`config.mk`:
```
export PLATFORM = sky130hd
export DESIGN_NAME = lsu_wb
export DESIGN_NICKNAME = d
export VERILOG_FILES = /design/src/rtl/lsu_wb.sv
export SDC_FILE = /design/constraint.sdc
export NUM_CORES = 1
export LEC_CHECK = 0
export CAP_MARGIN = 25
export CORE_ASPECT_RATIO = 1.75
export CORE_MARGIN = 2
export CORE_UTILIZATION = 24
export CTS_CLUSTER_SIZE = 16
export DETAILED_ROUTE_END_ITERATION = 12
export MAX_ROUTING_LAYER = met4
export PLACE_DENSITY_LB_ADDON = 0.25
export SLEW_MARGIN = 10
export SYNTH_ARGS = -nofsm -noshare
export SYNTH_HDL_FRONTEND = slang
export SYNTH_SLANG_ARGS = --single-unit
```
`constraint.sdc`:
```
create_clock -name clk -period 2.3 [get_ports clk]
set_clock_uncertainty 0.1 [all_clocks]
set_input_delay 0.23 -clock clk [delete_from_list [all_inputs] [get_ports clk]]
set_output_delay 0.23 -clock clk [all_outputs]
set_load 0.005 [all_outputs]
```
`src/rtl/lsu_wb.sv`:
```
// lsu_wb: load/store and write-back stage driving the register file write port
module lsu_wb (
  input  logic        clk,
  input  logic        rst,
  input  logic        ex_valid,
  output logic        ex_ready,
  input  logic        ex_wen,
  input  logic [4:0]  ex_waddr,
  input  logic [31:0] ex_wdata,
  input  logic [3:0]  ex_memop,
  input  logic [31:0] ex_maddr,
  input  logic [31:0] ex_sdata,
  output logic        mem_req,
  output logic        mem_we,
  output logic [31:0] mem_addr,
  output logic [3:0]  mem_be,
  output logic [31:0] mem_wdata,
  input  logic        mem_ack,
  input  logic [31:0] mem_rdata,
  output logic        wen,
  output logic [4:0]  waddr,
  output logic [31:0] wdata,
  output logic        addr_err
);
  typedef enum logic {IDLE, BUSY} state_t;
  state_t state_q, state_d;
  logic [3:0] op_q, op_d;
  logic [1:0] off_q, off_d;
  logic [4:0] dst_q, dst_d;
  logic dwen_q, dwen_d;
  logic mem_req_q, mem_req_d, mem_we_q, mem_we_d;
  logic [31:0] mem_addr_q, mem_addr_d, mem_wdata_q, mem_wdata_d;
  logic [3:0] mem_be_q, mem_be_d;
  logic wen_q, wen_d, addr_err_q, addr_err_d;
  logic [4:0] waddr_q, waddr_d;
  logic [31:0] wdata_q, wdata_d;
  logic is_byte, is_half, is_word, is_st, is_mem, mis;
  logic [31:0] sh, ldv;
  assign ex_ready  = (state_q == IDLE) && !rst;
  assign mem_req   = mem_req_q;
  assign mem_we    = mem_we_q;
  assign mem_addr  = mem_addr_q;
  assign mem_be    = mem_be_q;
  assign mem_wdata = mem_wdata_q;
  assign wen       = wen_q;
  assign waddr     = waddr_q;
  assign wdata     = wdata_q;
  assign addr_err  = addr_err_q;
  always_comb begin
    is_byte = ex_memop == 4'd1 || ex_memop == 4'd2 || ex_memop == 4'd6;
    is_half = ex_memop == 4'd3 || ex_memop == 4'd4 || ex_memop == 4'd7;
    is_word = ex_memop == 4'd5 || ex_memop == 4'd8;
    is_st   = ex_memop == 4'd6 || ex_memop == 4'd7 || ex_memop == 4'd8;
    is_mem  = is_byte || is_half || is_word;
    mis     = (is_half && ex_maddr[0]) || (is_word && ex_maddr[1:0] != 2'b00);
    // shift the addressed lane to the top so extraction is offset-independent
    sh  = mem_rdata << {off_q, 3'b000};
    ldv = op_q == 4'd1 ? {{24{sh[31]}}, sh[31:24]} :
          op_q == 4'd2 ? {24'd0, sh[31:24]} :
          op_q == 4'd3 ? {{16{sh[31]}}, sh[31:16]} :
          op_q == 4'd4 ? {16'd0, sh[31:16]} : mem_rdata;
    state_d     = state_q;
    op_d        = op_q;
    off_d       = off_q;
    dst_d       = dst_q;
    dwen_d      = dwen_q;
    mem_req_d   = mem_req_q;
    mem_we_d    = mem_we_q;
    mem_addr_d  = mem_addr_q;
    mem_be_d    = mem_be_q;
    mem_wdata_d = mem_wdata_q;
    wen_d       = 1'b0;
    waddr_d     = waddr_q;
    wdata_d     = wdata_q;
    addr_err_d  = 1'b0;
    if (state_q == IDLE && ex_valid && ex_ready) begin
      if (!is_mem) begin
        wen_d   = ex_wen && ex_waddr != 5'd0;
        waddr_d = ex_waddr;
        wdata_d = ex_wdata;
      end else if (mis) begin
        addr_err_d = 1'b1;
      end else begin
        state_d     = BUSY;
        op_d        = ex_memop;
        off_d       = ex_maddr[1:0];
        dst_d       = ex_waddr;
        dwen_d      = ex_wen && !is_st;
        mem_req_d   = 1'b1;
        mem_we_d    = is_st;
        mem_addr_d  = {ex_maddr[31:2], 2'b00};
        mem_be_d    = is_byte ? 4'b1000 >> ex_maddr[1:0] :
                      is_half ? (ex_maddr[1] ? 4'b0011 : 4'b1100) : 4'b1111;
        mem_wdata_d = is_byte ? {4{ex_sdata[7:0]}} :
                      is_half ? {2{ex_sdata[15:0]}} : ex_sdata;
      end
    end else if (state_q == BUSY && mem_ack) begin
      state_d   = IDLE;
      mem_req_d = 1'b0;
      wen_d     = dwen_q && dst_q != 5'd0;
      waddr_d   = dst_q;
      wdata_d   = ldv;
    end
  end
  always_ff @(posedge clk) begin
    if (rst) begin
      state_q     <= IDLE;
      op_q        <= 4'd0;
      off_q       <= 2'd0;
      dst_q       <= 5'd0;
      dwen_q      <= 1'b0;
      mem_req_q   <= 1'b0;
      mem_we_q    <= 1'b0;
      mem_addr_q  <= 32'd0;
      mem_be_q    <= 4'd0;
      mem_wdata_q <= 32'd0;
      wen_q       <= 1'b0;
      waddr_q     <= 5'd0;
      wdata_q     <= 32'd0;
      addr_err_q  <= 1'b0;
    end else begin
      state_q     <= state_d;
      op_q        <= op_d;
      off_q       <= off_d;
      dst_q       <= dst_d;
      dwen_q      <= dwen_d;
      mem_req_q   <= mem_req_d;
      mem_we_q    <= mem_we_d;
      mem_addr_q  <= mem_addr_d;
      mem_be_q    <= mem_be_d;
      mem_wdata_q <= mem_wdata_d;
      wen_q       <= wen_d;
      waddr_q     <= waddr_d;
      wdata_q     <= wdata_d;
      addr_err_q  <= addr_err_d;
    end
  end
endmodule

```
==> qor.csv <==
metric,value,unit
outcome,finished clean,
Synth area leader,dfxtp_1,
PostCTS Resize Cnt,0,
Hold Fails Final Rpt,0,
Iter 0 DRT Violations,384,
die span in y,210,um
min Tclk post-route,2.19,ns
Post-synth EDFFs,0,
IO Port Bufs,249,
chip width,122,um
CP peak stage delay,0.63,ns
crit path max-delay cell type,o211ai_1,
WL final,24200,um
CP cell instances,and3b_1 -> o211ai_1 -> o221ai_1 -> o211ai_1 -> a211oi_1,
antenna fix cells,0,
PwrDens,656,nW/um^2
clock-pin transition on the worst setup and hold timing paths,0.06,ns
max-slew violation count,0,
RSZ-0062 raised after global routing,no,
Worst R2R Path Depth,5,
synth unique cells,61,
GPL Wtd Cong,0.818,
max_slew headroom,0.481,
Tightest Pin Transition,0.775,ns
Pint,4.71,mW
WP buf/inv,0,
"Top FF cell, synth",dfxtp_1,
Sw Share,0.263,
first drt pass iteration count,4,
asr flop ratio synth,0,
Final WS setup,0.112,ns
RR Endpoint,wdata[7]$_SDFFE_PP0P_,
Synth area leaders,"dfxtp_1 41%, a21oi_1 8.7%, o21ai_0 4.7%",
highest clock rate,457,MHz
Mapped Area,5850,um^2
CORE AREA,23900,um^2
I/O pin count,252,
worst r2r src,op_q[2]$_SDFFE_PP0P_,
Worst VDD drop,0.000450,V
Setup Buffers After CTS,0,
total CTS buffers,17,
Post-Place Cells,1245,
Placed Area,9110,um^2
kind of critical path,flop to flop,
r2r setup slk,0.11,ns
Via density,5.00,
Layout Utilization,0.407,
nets,1098,
post-route clock period utilization,0.951,
Critical Path Start Type,flop,
CTS tree,yes,
largest net degree at the start of global routing,47,
max_cap viols,0,
crit-path most repeated cell,o211ai_1,
antenna violations before repair,0,
global router's overall resource usage,0.191,
clock power share,0.449,
Finished Cell Area,9740,um^2
Comb power frac,0.202,
DRC Markers,0,
total power draw,6.39,mW
Initial Utilization,0.244,
Leak,3.46,nW
crit path DAT,2.37,ns
register area share after synthesis,0.407,
# H-tree levels,4,
DPL Wire Length,18000,um
vias in the first global route,6357,
hold path depth,3,
filler cell count,2469,
Post-Syn Area per Cell,8.45,um^2
layout cell share with drive strength beyond 1,0.126,
clk_lat worst skew,0.42,ns
CP max FO,8,
sw power,1.68,mW
# hold bufs at CTS,0,
"FF+latch count, synth",119,
Cells after Synth,692,
Hold/Removal Path Class,input port to flop,
Place WS,-0.191,ns
Die ar.,25700,um^2
vias after detailed routing,6385,
fin cells,1277,
Yosys top cell area share,0.407,
first-pass GRT wire length,36000,um
global route overflow,0,
part of the power in registers,0.350,
clock sink count,119,
clk root buf,clkbuf_16,
YS warnings,0,
Hold EP,wdata[15]$_SDFFE_PP0P_,
critical path data required time,2.48,ns
Post-DRT Antenna Nets,0,
Cell Rows,75,
Area Overhead vs Synth,66.5,%
"Largest delay share family, worst path",compound AO/OA/AOI/OAI gates,
post-DR wirelength/cell,19.0,um
Final setup viols,0,
CTS Buffer Depth,2,
Worst setup EP type,flop,
min-delay src,rst,
==> kinds of logic after synthesis <==
kind of cell	count (synthesis)	share of synthesized area
buffers and inverters	81	0.0599
other	1	0.000641
DFF	119	0.407
and+or+nand+nor	185	0.150
AOI/OAI and AO/OA	269	0.303
xor gates and xnor gates	3	0.00449
muxes	34	0.0738
==> layer usage <==
metal | share of wire | wire [um] | track usage
met5 | 0 | 0 | -
met2 | 0.53 | 12800 | 0.337
met3 | 0.055 | 1340 | 0.0363
met4 | 0.042 | 1020 | 0.0983
met1 | 0.38 | 9080 | 0.198
==> worst max path at each step <==
stage	cells past startpoint	to	from
floorplan	7	wdata[21]$_SDFFE_PP0P_	off_q[0]$_SDFFE_PP0P_
global placement	8	mem_wdata[13]$_SDFFE_PP0P_	ex_memop[0]
detailed placement	7	mem_wdata[28]$_SDFFE_PP0P_	ex_memop[0]
CTS	5	wdata[14]$_SDFFE_PP0P_	op_q[0]$_SDFFE_PP0P_
global route	5	wdata[7]$_SDFFE_PP0P_	op_q[2]$_SDFFE_PP0P_
finish	5	wdata[7]$_SDFFE_PP0P_	op_q[2]$_SDFFE_PP0P_
==> cell type report <==
| class | count | area, um^2 | share of cell area |
|---|---|---|---|
| clock buffers | 19 | 443 | 0.0455 |
| clock inverters | 13 | 176 | 0.0181 |
| flip-flops and latches | 119 | 2380 | 0.245 |
| repair buffers | 313 | 3170 | 0.326 |
| multi-input cells | 493 | 3130 | 0.322 |
| inverters | 12 | 45.0 | 0.00463 |
| well taps | 308 | 385 | 0.0396 |
==> stage by stage <==
step	hold slack, ns	TNS [ns]
after floorplan	0.278	0
after global placement	0.345	-8.58
after detailed placement	0.344	-13.29
after CTS	0.108	0
after global routing	0.137	0
final	0.132	0
==> placed cells by master, fill, tap and decap left out, drive strengths merged, types with 11 or more instances in the layout <==
cell           Yosys  layout
a211oi            18      18
a21oi            103     103
a22o              16      16
a311oi            13      13
buf               21      65
clkbuf            48      19
clkdlybuf4s50      0     248
dfxtp            119     119
inv               12      14
mux2i             24      24
nand2             33      33
nand3             49      49
nor2              69      69
o211ai            11      11
o21ai             58      58
==> power groups by stage <==
stage                     clock (mW)  sequential [mW]  combinational [mW]
after floorplan                    0             2.28               0.511
after global placement             0             2.28                1.29
after detailed placement           0             2.28                1.30
after CTS                       2.94             2.24                1.30
after global routing            3.03             2.25                1.39
final                           2.87             2.23                1.29
==> cell usage after synthesis (3+ instances only) <==
library cell and instances:
a311oi_1 13, a2111oi_1 5, inv_1 12, buf_2 16, nand3_1 49, mux2i_1 24, mux4_2 7, mux2_2 3
o21ai_0 55, a21oi_1 102, a211oi_1 18, a31o_1 8, a22o_1 16, nor2_1 69, a221o_1 6, a2111oi_2 3
clkbuf_1 48, nor3_1 8, dfxtp_1 119, o211ai_1 10, buf_4 3, nor4b_1 3, a32o_1 5, nand2_1 33
o221ai_1 8
==> flip-flops by register name, summed over array words and instances (netlist names) <==
signal	count
mem_wdata	32
wdata	32
mem_addr	30
dst_q	5
waddr	5
mem_be	4
op_q	4
off_q	2
addr_err	1
dwen_q	1
mem_req	1
mem_we	1
wen	1
==> tightest hold or removal path, cell delays in order <==
cell     delay [ns]
buf_4          0.11
buf_4          0.21
a21oi_1        0.05
No activity file was read; power rests on OpenSTA's default activity.
